===== src/rtl/axi_rd_arb_mux_if.sv =====
// axi_rd_arb_mux_if: master-facing (per-master vectors) and slave-facing read-channel bundles
interface axi_rd_arb_mux_m_if #(
    parameter int NUM_MASTERS = 4,
    parameter int DATA_WIDTH  = 64,
    parameter int ADDR_WIDTH  = 32,
    parameter int ID_WIDTH    = 8
);
    logic [NUM_MASTERS*ID_WIDTH-1:0]   ARID;
    logic [NUM_MASTERS*ADDR_WIDTH-1:0] ARADDR;
    logic [NUM_MASTERS*8-1:0]          ARLEN;
    logic [NUM_MASTERS*3-1:0]          ARSIZE;
    logic [NUM_MASTERS*2-1:0]          ARBURST;
    logic [NUM_MASTERS*4-1:0]          ARQOS;
    logic [NUM_MASTERS-1:0]            ARVALID;
    logic [NUM_MASTERS-1:0]            ARREADY;
    logic [DATA_WIDTH-1:0]             RDATA;
    logic [ID_WIDTH-1:0]               RID;
    logic [1:0]                        RRESP;
    logic                              RLAST;
    logic [NUM_MASTERS-1:0]            RVALID;
    logic [NUM_MASTERS-1:0]            RREADY;

    modport master (
        output ARID, ARADDR, ARLEN, ARSIZE, ARBURST, ARQOS, ARVALID, RREADY,
        input  ARREADY, RDATA, RID, RRESP, RLAST, RVALID
    );
    modport slave (
        input  ARID, ARADDR, ARLEN, ARSIZE, ARBURST, ARQOS, ARVALID, RREADY,
        output ARREADY, RDATA, RID, RRESP, RLAST, RVALID
    );
endinterface

interface axi_rd_arb_mux_s_if #(
    parameter int DATA_WIDTH = 64,
    parameter int ADDR_WIDTH = 32,
    parameter int ID_WIDTH   = 8
);
    logic [ID_WIDTH-1:0]   ARID;
    logic [ADDR_WIDTH-1:0] ARADDR;
    logic [7:0]            ARLEN;
    logic [2:0]            ARSIZE;
    logic [1:0]            ARBURST;
    logic [3:0]            ARQOS;
    logic                  ARVALID;
    logic                  ARREADY;
    logic [DATA_WIDTH-1:0] RDATA;
    logic [ID_WIDTH-1:0]   RID;
    logic [1:0]            RRESP;
    logic                  RLAST;
    logic                  RVALID;
    logic                  RREADY;

    modport master (
        output ARID, ARADDR, ARLEN, ARSIZE, ARBURST, ARQOS, ARVALID, RREADY,
        input  ARREADY, RDATA, RID, RRESP, RLAST, RVALID
    );
    modport slave (
        input  ARID, ARADDR, ARLEN, ARSIZE, ARBURST, ARQOS, ARVALID, RREADY,
        output ARREADY, RDATA, RID, RRESP, RLAST, RVALID
    );
endinterface


===== src/rtl/axi_rd_arb_mux.sv =====
// axi_rd_arb_mux: N-master AXI4 read arbiter + AR/R mux, one burst in flight; AXI_RD_QOS_ARB_EN selects QoS-first arbitration
module axi_rd_arb_mux #(
    parameter int NUM_MASTERS = 4,
    parameter int DATA_WIDTH  = 64,
    parameter int ADDR_WIDTH  = 32,
    parameter int ID_WIDTH    = 8
) (
    input  logic                   ACLK,
    input  logic                   ARESETn,
    axi_rd_arb_mux_m_if.slave      m,
    axi_rd_arb_mux_s_if.master     s,
    output logic [NUM_MASTERS-1:0] rgrnt
);
    localparam int GW = $clog2(NUM_MASTERS);

    typedef enum logic [1:0] {IDLE, ADDR, DATA} state_t;

    state_t                 r_state;
    logic [NUM_MASTERS-1:0] r_grnt;
    logic [GW-1:0]          r_owner;
    logic [GW-1:0]          r_last;

    logic [GW-1:0]          w_win;
    logic                   w_found;
    int                     w_idx;
`ifdef AXI_RD_QOS_ARB_EN
    logic [3:0]             w_best;
`endif
    logic                   w_busy;
    logic                   w_addr;
    logic                   w_data;
    logic                   w_arvalid;
    logic                   w_rready;
    logic                   w_ar_hs;
    logic                   w_r_done;

    if (NUM_MASTERS < 2 || NUM_MASTERS > 16) begin : g_bad_param
        $error("axi_rd_arb_mux: NUM_MASTERS must be in 2..16");
    end

    // Pick the next owner by scanning upward from just past the last owner, wrapping at N
    always_comb begin
        w_win   = r_last;
        w_found = 1'b0;
        w_idx   = 0;
`ifdef AXI_RD_QOS_ARB_EN
        w_best  = '0;
`endif
        for (int k = 1; k <= NUM_MASTERS; k++) begin
            w_idx = int'(r_last) + k;
            if (w_idx >= NUM_MASTERS) w_idx = w_idx - NUM_MASTERS;
`ifdef AXI_RD_QOS_ARB_EN
            // Strictly greater keeps the earliest requester in rotating order on a QoS tie
            if (m.ARVALID[w_idx] && (!w_found || m.ARQOS[w_idx*4 +: 4] > w_best)) begin
                w_found = 1'b1;
                w_best  = m.ARQOS[w_idx*4 +: 4];
                w_win   = GW'(w_idx);
            end
`else
            if (m.ARVALID[w_idx] && !w_found) begin
                w_found = 1'b1;
                w_win   = GW'(w_idx);
            end
`endif
        end
    end

    assign w_busy    = |r_grnt;
    assign w_addr    = (r_state == ADDR);
    assign w_data    = (r_state == DATA);
    assign w_arvalid = w_addr & m.ARVALID[r_owner];
    assign w_rready  = w_data & m.RREADY[r_owner];
    assign w_ar_hs   = w_arvalid & s.ARREADY;
    assign w_r_done  = w_data & s.RVALID & w_rready & s.RLAST;

    // Grant is held from AR selection until the RLAST beat completes
    always_ff @(posedge ACLK or negedge ARESETn) begin
        if (!ARESETn) begin
            r_state <= IDLE;
            r_grnt  <= '0;
            r_owner <= '0;
            r_last  <= GW'(NUM_MASTERS - 1);
        end else begin
            case (r_state)
                IDLE: begin
                    if (|m.ARVALID) begin
                        r_state <= ADDR;
                        r_owner <= w_win;
                        r_grnt  <= NUM_MASTERS'(1) << w_win;
                    end
                end
                ADDR: begin
                    if (w_ar_hs) r_state <= DATA;
                end
                DATA: begin
                    if (w_r_done) begin
                        r_state <= IDLE;
                        r_last  <= r_owner;
                        r_grnt  <= '0;
                    end
                end
                default: begin
                    r_state <= IDLE;
                    r_grnt  <= '0;
                end
            endcase
        end
    end

    assign rgrnt = r_grnt;

    assign s.ARID    = w_busy ? m.ARID[r_owner*ID_WIDTH +: ID_WIDTH]       : '0;
    assign s.ARADDR  = w_busy ? m.ARADDR[r_owner*ADDR_WIDTH +: ADDR_WIDTH] : '0;
    assign s.ARLEN   = w_busy ? m.ARLEN[r_owner*8 +: 8]                    : '0;
    assign s.ARSIZE  = w_busy ? m.ARSIZE[r_owner*3 +: 3]                   : '0;
    assign s.ARBURST = w_busy ? m.ARBURST[r_owner*2 +: 2]                  : '0;
    assign s.ARQOS   = w_busy ? m.ARQOS[r_owner*4 +: 4]                    : '0;
    assign s.ARVALID = w_arvalid;
    assign s.RREADY  = w_rready;

    assign m.ARREADY = w_addr ? (r_grnt & {NUM_MASTERS{s.ARREADY}}) : '0;
    assign m.RVALID  = w_data ? (r_grnt & {NUM_MASTERS{s.RVALID}})  : '0;
    assign m.RDATA   = w_busy ? s.RDATA : '0;
    assign m.RID     = w_busy ? s.RID   : '0;
    assign m.RRESP   = w_busy ? s.RRESP : '0;
    assign m.RLAST   = w_busy ? s.RLAST : 1'b0;

    // Grant never names more than one master, and is present exactly while a burst is owned
    a_onehot: assert property (@(posedge ACLK) disable iff (!ARESETn) $onehot0(r_grnt));
    a_grant_state: assert property (@(posedge ACLK) disable iff (!ARESETn) (r_grnt != '0) == (r_state != IDLE));
endmodule


===== src/flat_wrapper.sv =====
// flat-port wrapper written by rule: the top's interface ports become plain ports
module axi_rd_arb_mux_flat 
#(
    parameter int NUM_MASTERS = 4,
    parameter int DATA_WIDTH  = 64,
    parameter int ADDR_WIDTH  = 32,
    parameter int ID_WIDTH    = 8
)
  (ACLK, ARESETn, rgrnt, m_ARID, m_ARADDR, m_ARLEN, m_ARSIZE, m_ARBURST, m_ARQOS, m_ARVALID, m_RREADY, m_ARREADY, m_RDATA, m_RID, m_RRESP, m_RLAST, m_RVALID, s_ARID, s_ARADDR, s_ARLEN, s_ARSIZE, s_ARBURST, s_ARQOS, s_ARVALID, s_RREADY, s_ARREADY, s_RDATA, s_RID, s_RRESP, s_RLAST, s_RVALID);
  axi_rd_arb_mux_m_if #(.NUM_MASTERS(NUM_MASTERS), .DATA_WIDTH(DATA_WIDTH), .ADDR_WIDTH(ADDR_WIDTH), .ID_WIDTH(ID_WIDTH)) m_i ();
  axi_rd_arb_mux_s_if #(.DATA_WIDTH(DATA_WIDTH), .ADDR_WIDTH(ADDR_WIDTH), .ID_WIDTH(ID_WIDTH)) s_i ();
  input  logic ACLK;
  input  logic ARESETn;
  output logic [NUM_MASTERS-1:0] rgrnt;
  input wire logic [$bits(m_i.ARID)-1:0] m_ARID;
  input wire logic [$bits(m_i.ARADDR)-1:0] m_ARADDR;
  input wire logic [$bits(m_i.ARLEN)-1:0] m_ARLEN;
  input wire logic [$bits(m_i.ARSIZE)-1:0] m_ARSIZE;
  input wire logic [$bits(m_i.ARBURST)-1:0] m_ARBURST;
  input wire logic [$bits(m_i.ARQOS)-1:0] m_ARQOS;
  input wire logic [$bits(m_i.ARVALID)-1:0] m_ARVALID;
  input wire logic [$bits(m_i.RREADY)-1:0] m_RREADY;
  output wire logic [$bits(m_i.ARREADY)-1:0] m_ARREADY;
  output wire logic [$bits(m_i.RDATA)-1:0] m_RDATA;
  output wire logic [$bits(m_i.RID)-1:0] m_RID;
  output wire logic [$bits(m_i.RRESP)-1:0] m_RRESP;
  output wire logic [$bits(m_i.RLAST)-1:0] m_RLAST;
  output wire logic [$bits(m_i.RVALID)-1:0] m_RVALID;
  output wire logic [$bits(s_i.ARID)-1:0] s_ARID;
  output wire logic [$bits(s_i.ARADDR)-1:0] s_ARADDR;
  output wire logic [$bits(s_i.ARLEN)-1:0] s_ARLEN;
  output wire logic [$bits(s_i.ARSIZE)-1:0] s_ARSIZE;
  output wire logic [$bits(s_i.ARBURST)-1:0] s_ARBURST;
  output wire logic [$bits(s_i.ARQOS)-1:0] s_ARQOS;
  output wire logic [$bits(s_i.ARVALID)-1:0] s_ARVALID;
  output wire logic [$bits(s_i.RREADY)-1:0] s_RREADY;
  input wire logic [$bits(s_i.ARREADY)-1:0] s_ARREADY;
  input wire logic [$bits(s_i.RDATA)-1:0] s_RDATA;
  input wire logic [$bits(s_i.RID)-1:0] s_RID;
  input wire logic [$bits(s_i.RRESP)-1:0] s_RRESP;
  input wire logic [$bits(s_i.RLAST)-1:0] s_RLAST;
  input wire logic [$bits(s_i.RVALID)-1:0] s_RVALID;
  assign m_i.ARID = m_ARID;
  assign m_i.ARADDR = m_ARADDR;
  assign m_i.ARLEN = m_ARLEN;
  assign m_i.ARSIZE = m_ARSIZE;
  assign m_i.ARBURST = m_ARBURST;
  assign m_i.ARQOS = m_ARQOS;
  assign m_i.ARVALID = m_ARVALID;
  assign m_i.RREADY = m_RREADY;
  assign m_ARREADY = m_i.ARREADY;
  assign m_RDATA = m_i.RDATA;
  assign m_RID = m_i.RID;
  assign m_RRESP = m_i.RRESP;
  assign m_RLAST = m_i.RLAST;
  assign m_RVALID = m_i.RVALID;
  assign s_ARID = s_i.ARID;
  assign s_ARADDR = s_i.ARADDR;
  assign s_ARLEN = s_i.ARLEN;
  assign s_ARSIZE = s_i.ARSIZE;
  assign s_ARBURST = s_i.ARBURST;
  assign s_ARQOS = s_i.ARQOS;
  assign s_ARVALID = s_i.ARVALID;
  assign s_RREADY = s_i.RREADY;
  assign s_i.ARREADY = s_ARREADY;
  assign s_i.RDATA = s_RDATA;
  assign s_i.RID = s_RID;
  assign s_i.RRESP = s_RRESP;
  assign s_i.RLAST = s_RLAST;
  assign s_i.RVALID = s_RVALID;
  axi_rd_arb_mux #(.NUM_MASTERS(NUM_MASTERS), .DATA_WIDTH(DATA_WIDTH), .ADDR_WIDTH(ADDR_WIDTH), .ID_WIDTH(ID_WIDTH)) u_core (.ACLK(ACLK), .ARESETn(ARESETn), .m(m_i), .s(s_i), .rgrnt(rgrnt));
endmodule

===== config.mk =====
export PLATFORM = sky130hd
export DESIGN_NAME = axi_rd_arb_mux_flat
export DESIGN_NICKNAME = d
export VERILOG_FILES = /design/src/rtl/axi_rd_arb_mux_if.sv /design/src/rtl/axi_rd_arb_mux.sv /design/src/flat_wrapper.sv
export SDC_FILE = /design/constraint.sdc
export NUM_CORES = 1
export LEC_CHECK = 0
export ABC_AREA = 1
export CORE_AREA = 2 2 178 180
export CTS_CLUSTER_SIZE = 30
export DETAILED_ROUTE_END_ITERATION = 6
export DIE_AREA = 0 0 180 182
export GPL_TIMING_DRIVEN = 0
export MAX_ROUTING_LAYER = met4
export PLACE_DENSITY = 0.55
export SLEW_MARGIN = 10
export SYNTH_ARGS = -nofsm -noshare
export SYNTH_HDL_FRONTEND = slang
export SYNTH_SLANG_ARGS = --single-unit

===== constraint.sdc =====
create_clock -name ACLK -period 1.6 [get_ports ACLK]
set_input_delay 0.16 -clock ACLK [delete_from_list [all_inputs] [get_ports ACLK]]
set_output_delay 0.16 -clock ACLK [all_outputs]
set_load 0.1 [all_outputs]

# ---- Word-level counts from Yosys, hierarchy flattened
# Cells that the tools add are included.
dict set report totals {
  regBits 10
  wordCells 102
  input_bits 315
  out_inout_bits 146
}
dict set report classes {
  reduce_logical 13
  muxes 46
  bitwise 9
  n_eq_ne 5
  n_lt_le_gt_ge 9
  multipliers 1
  add_sub_neg 8
  shifts 7
}
# operator count
set ops {}
lappend ops {{$mux 32} 5}
lappend ops {{$ge 32x4->1 const B} 4}
lappend ops {{$lt 32x4->1 const B} 4}
lappend ops {{$shiftx 128x8->32} 1}
lappend ops {{$sub 32x4->32 const B} 4}
lappend ops {{$mux 64} 1}
lappend ops {{$shiftx 32x6->8} 2}
lappend ops {{$mux 8} 3}
lappend ops {{$mux 4} 5}
lappend ops {{$mux 2} 9}
lappend ops {{$shiftx 16x5->4} 1}
lappend ops {{$mux 1} 14}
lappend ops {{$bmux 1 s2} 6}
lappend ops {{$pmux 4 s3} 1}
lappend ops {{$shiftx 12x5->3} 1}
lappend ops {{$and 4x4->4} 2}
lappend ops {{$reduce_or 4->1} 2}
lappend ops {{$shiftx 8x4->2} 1}
lappend ops {{$add 2x2->3 const B} 2}
lappend ops {{$and 1x1->1} 6}
lappend ops {{$pmux 2 s3} 1}
lappend ops {{$reduce_and 3->1} 2}
lappend ops {{$add 2x3->4 const B} 1}
lappend ops {{$mul 2x2->4 const B} 1}
lappend ops {{13 further kinds} 19}

# ---- Depth between registers and ports, before layout
dict set report depth {
  depth_word 19
  depth_mapped 12
  ltp_nobuf 12
}

# ---- Worst setup path after synthesis
# OpenSTA, ideal clock, no wires.
dict set report synth_path {
  kind {reg-to-output}
  from {register u_core.r_grnt[2] (netlist: u_core.rgrnt[2])}
  to {output m_ARREADY[2]}
  path_buffers 0
  arrival_time_ps 3189
  slack_ps -1749
  stages_incl_launch_ff 3
  cell_sequence {dfrtp_1 -> inv_1 -> nor3_1}
}
dict set report synth_via {
  elab_chain_len 2
}
# element line_no
set synth_lines {}
lappend synth_lines {{start: declaration} axi_rd_arb_mux.sv:19} ;# logic [NUM_MASTERS-1:0] r_grnt;
lappend synth_lines {{start signal: assignment} axi_rd_arb_mux.sv:89} ;# r_grnt <= NUM_MASTERS'(1) << w_win;
lappend synth_lines {{$and 4x4->4} axi_rd_arb_mux.sv:121} ;# assign m.ARREADY = w_addr ? (r_grnt & {NUM_MASTERS{s.ARREADY}}) : '0;
lappend synth_lines {{$mux 4} axi_rd_arb_mux.sv:121}
lappend synth_lines {{end: declaration} flat_wrapper.sv:23} ;# output wire logic [$bits(m_i.ARREADY)-1:0] m_ARREADY;
# No other way between the ends.

# ---- Final worst setup path
dict set report layout_path {
  from {register u_core.r_owner[0]}
  to {output s_ARADDR[14]}
}
dict set report layout_via {
  elab_chain_len 2
}
# element line_no
set layout_lines {}
lappend layout_lines {{start: declaration} axi_rd_arb_mux.sv:20} ;# logic [GW-1:0] r_owner;
lappend layout_lines {{start signal: assignment} axi_rd_arb_mux.sv:88} ;# r_owner <= w_win;
lappend layout_lines {{$shiftx 128x8->32} axi_rd_arb_mux.sv:113} ;# assign s.ARADDR = w_busy ? m.ARADDR[r_owner*ADDR_WIDTH +: ADDR_WIDTH] : '0;
lappend layout_lines {{$mux 32} axi_rd_arb_mux.sv:113}
lappend layout_lines {{end: declaration} flat_wrapper.sv:30} ;# output wire logic [$bits(s_i.ARADDR)-1:0] s_ARADDR;
# No other way between the ends.

==> impl_results.md <==
- Critical Path End Type: primary output
- Congestion Overflow GR: 0
- Die area: 0.0328 mm2
- Max Cap Viol: 0
- Hold WC Path Type: in -> async
- First DRT Iteration DRCs: 215
- Predominant post-synthesis flop cell: dfrtp_1
- Slowest-stage cell, CP: dfrtp_2
- Status: finished, violations left
- Slew Viols, Final: 0
- Max Clk Rate: 501 MHz
- CP required: 1.44 ns
- I/O Pins: 461
- Placement row count: 65
- CP Buf/Inv Count: 4
- Setup Crit Path Kind: reg -> out
- Number of flops mapped to enable cells by yosys: 0
- Post-synth top area cell: nor2_1
- Most frequent cells in the layout: 314 x clkdlybuf4s50_1, 195 x nor2_1, 155 x buf_12
- Final hold violations: 0
- Layout net count: 1576
- CTS sink cnt: 10
- Num CTS Buffers: 3
- Most common cell after layout, fill and taps aside: clkdlybuf4s50_1
- Layout area overhead: 281%
- RD Place Congestion: 0.864
- Violated checks: negative setup slack
- Dpl hpwl: 23000 um
- Crit path largest cell delay: 0.44 ns
- Ys async rst share: 1.00
- Slew headroom: 0.624
- Antenna violations before repair: 1
- Routed length per instance: 18.4 um
- Multi-input logic area: 0.00425 mm2
- WP data arrival: 1.83 ns
- Largest net degree at the start of global routing: 11
- Worst Setup EP: s_ARADDR[14]
- DP Area: 0.00998 mm2
- Worst-Margin Slew: 0.567 ns
- First-pass DRT Iterations: 5
- Fillers: 2963
- Maximum root-to-sink buffer count: 2
- Global Route Usage Sum: 0.171
- Synth top area cells: nor2_1 34%, o21ai_0 17%, inv_1 9.8%
- Post-route ant nets: 0
- Total wire length: 30600 um
- Final setup violation count: 138
- Proportion of layout cells with a drive suffix above 1: 0.419
- Startpoint types: flip-flop
- First-pass GRT wire length: 42100 um
- Reg2reg setup slack: -0.02 ns
- Vias per inst: 4.08
- Clock transition at path regs: 0.04 ns
- Final period utilization: 1.25
- Reg2Reg Depth: 9
- Yosys top cell area share: 0.342
- Vias post-DR: 6790
- Core Footprint: 0.0310 mm2
- Cell variety after synth: 26
- Port-buffer cells: 460
- Crit. path cell count: 8
- CTS tree: yes
- Synth Area per Inst: 4.60 um2
- R2R Path End: u_core.r_state[0]
- Die W: 180 um
- Crit-path leading delay family: buffers and inverters
- RSZ-0062 raised after global routing: true
- Root Buffer: clkbuf_16
- Post-Route Setup TNS: -47.80 ns
- Worst r2r src: u_core.r_owner[0]
- Cell Chain, Critical Path: buf_12 -> buf_12 -> buf_8 -> nor2_2 -> nor2_2 -> o21ai_2 -> a21oi_4 -> buf_12
- Mapped Nets: 1062
- Drt drc: 0
- Worst-Skew Late Latency: 0.24 ns
- Crit path from: u_core.r_owner[0]
- Min Tclk post-route: 1.99 ns
- Design Area, Final: 0.0131 mm2
- Final worst slack: -0.394 ns
- Synth Cell Area: 0.00344 mm2
- CP most frequent cell: buf_12
- Synth warn: 0
- Vias in the first global route: 7049
- Crit Path Max Fanout: 8
- Clk_skew: 0.00118 ns
- Die Height: 182 um
- Mapped Cells: 747
- FF/Latch Area: 269 um2
- Seq cells post-synth: 10
- H-tree levels: 1
- Initial cell density of the core: 0.111
- Post-synthesis sequential area ratio: 0.0735
flip-flops by register name, summed over array words and instances (netlist names):
signal / cells
u_core.r_state: 2
u_core.r_last: 2
u_core.r_owner: 2
u_core.rgrnt: 4
routing by layer:
metal	routed length (um)	vias up	track usage
met5	0	-	-
met4	391	0	0.0224
li1	-	3357	-
met2	16300	316	0.316
met1	12000	3093	0.195
met3	1820	24	0.0313
cell usage after synthesis (4+ instances only):
cell type / number
nor2_1: 313
o21ai_0: 118
inv_1: 90
a21oi_1: 60
nand2_1: 58
buf_2: 23
clkbuf_1: 18
nand3_1: 13
nand2_2: 9
buf_4: 8
dfrtp_1: 8
buf_1: 5
inv_2: 4
nand2_4: 4
nor3_1: 4
per-stage QoR:
step / hold slack, ns / std cells / utilization / setup slack [ns]
floorplan: -0.136 / 747 / - / -0.210
detailed placement: 0.496 / 1609 / 0.322 / -1.53
global route: 0.266 / 1663 / 0.423 / -0.463
CTS: 0.245 / 1631 / 0.382 / -0.417
finish: 0.234 / 1663 / 0.423 / -0.394
global placement: 0.498 / 1609 / 0.322 / -1.55
cell families (layout without fill, tap and decap cells):
kind of cell           after synthesis  in the layout  share of synthesized area
AND/OR/NAND/NOR                    409            409                      0.485
flip-flops                          10             10                     0.0735
buffers and inverters              149            662                      0.180
other                                0              1                          0
AO/OA/AOI/OAI                      179            179                      0.261
worst reg2reg max path: stages (launching register included):
cell and delay, ns:
dfrtp_2 0.46, buf_12 0.15, buf_16 0.15, buf_6 0.12, a21oi_4 0.13, o21ai_4 0.09
a21oi_4 0.20, nand2_2 0.07, nand3_1 0.08, nand2_1 0.05
repair_timing:
action	CTS	global route
hold buffers	0	0
pin swaps	6	52
setup endpoints to repair	152	152
gates resized for setup	1299	294
buffers inserted	12	19
cloned	6	18
worst min path at each step:
stage / startpoint / to / slack, ns
2_1_floorplan: ARESETn / u_core.r_owner[0] / -0.14
6_report: ARESETn / u_core.r_state[1] / 0.23
3_3_place_gp: ARESETn / u_core.rgrnt[3] / 0.50
3_5_place_dp: ARESETn / u_core.rgrnt[3] / 0.50
5_1_grt: ARESETn / u_core.rgrnt[1] / 0.27
4_1_cts: ARESETn / u_core.r_state[1] / 0.25
cell type report:
cell class                      count  share of cell area
Multi-Input combinational cell    588               0.325
Antenna cell                        1            0.000191
Inverter                           95              0.0278
Tap cell                          402              0.0384
Sequential cell                    10              0.0205
Clock buffer                        4             0.00678
Timing Repair Buffer              512               0.523
Buffer                             51              0.0590
Power is left out: the tool's default activity adds up to more than one toggle a clock period on the data nets, which glitch-free logic cannot reach.
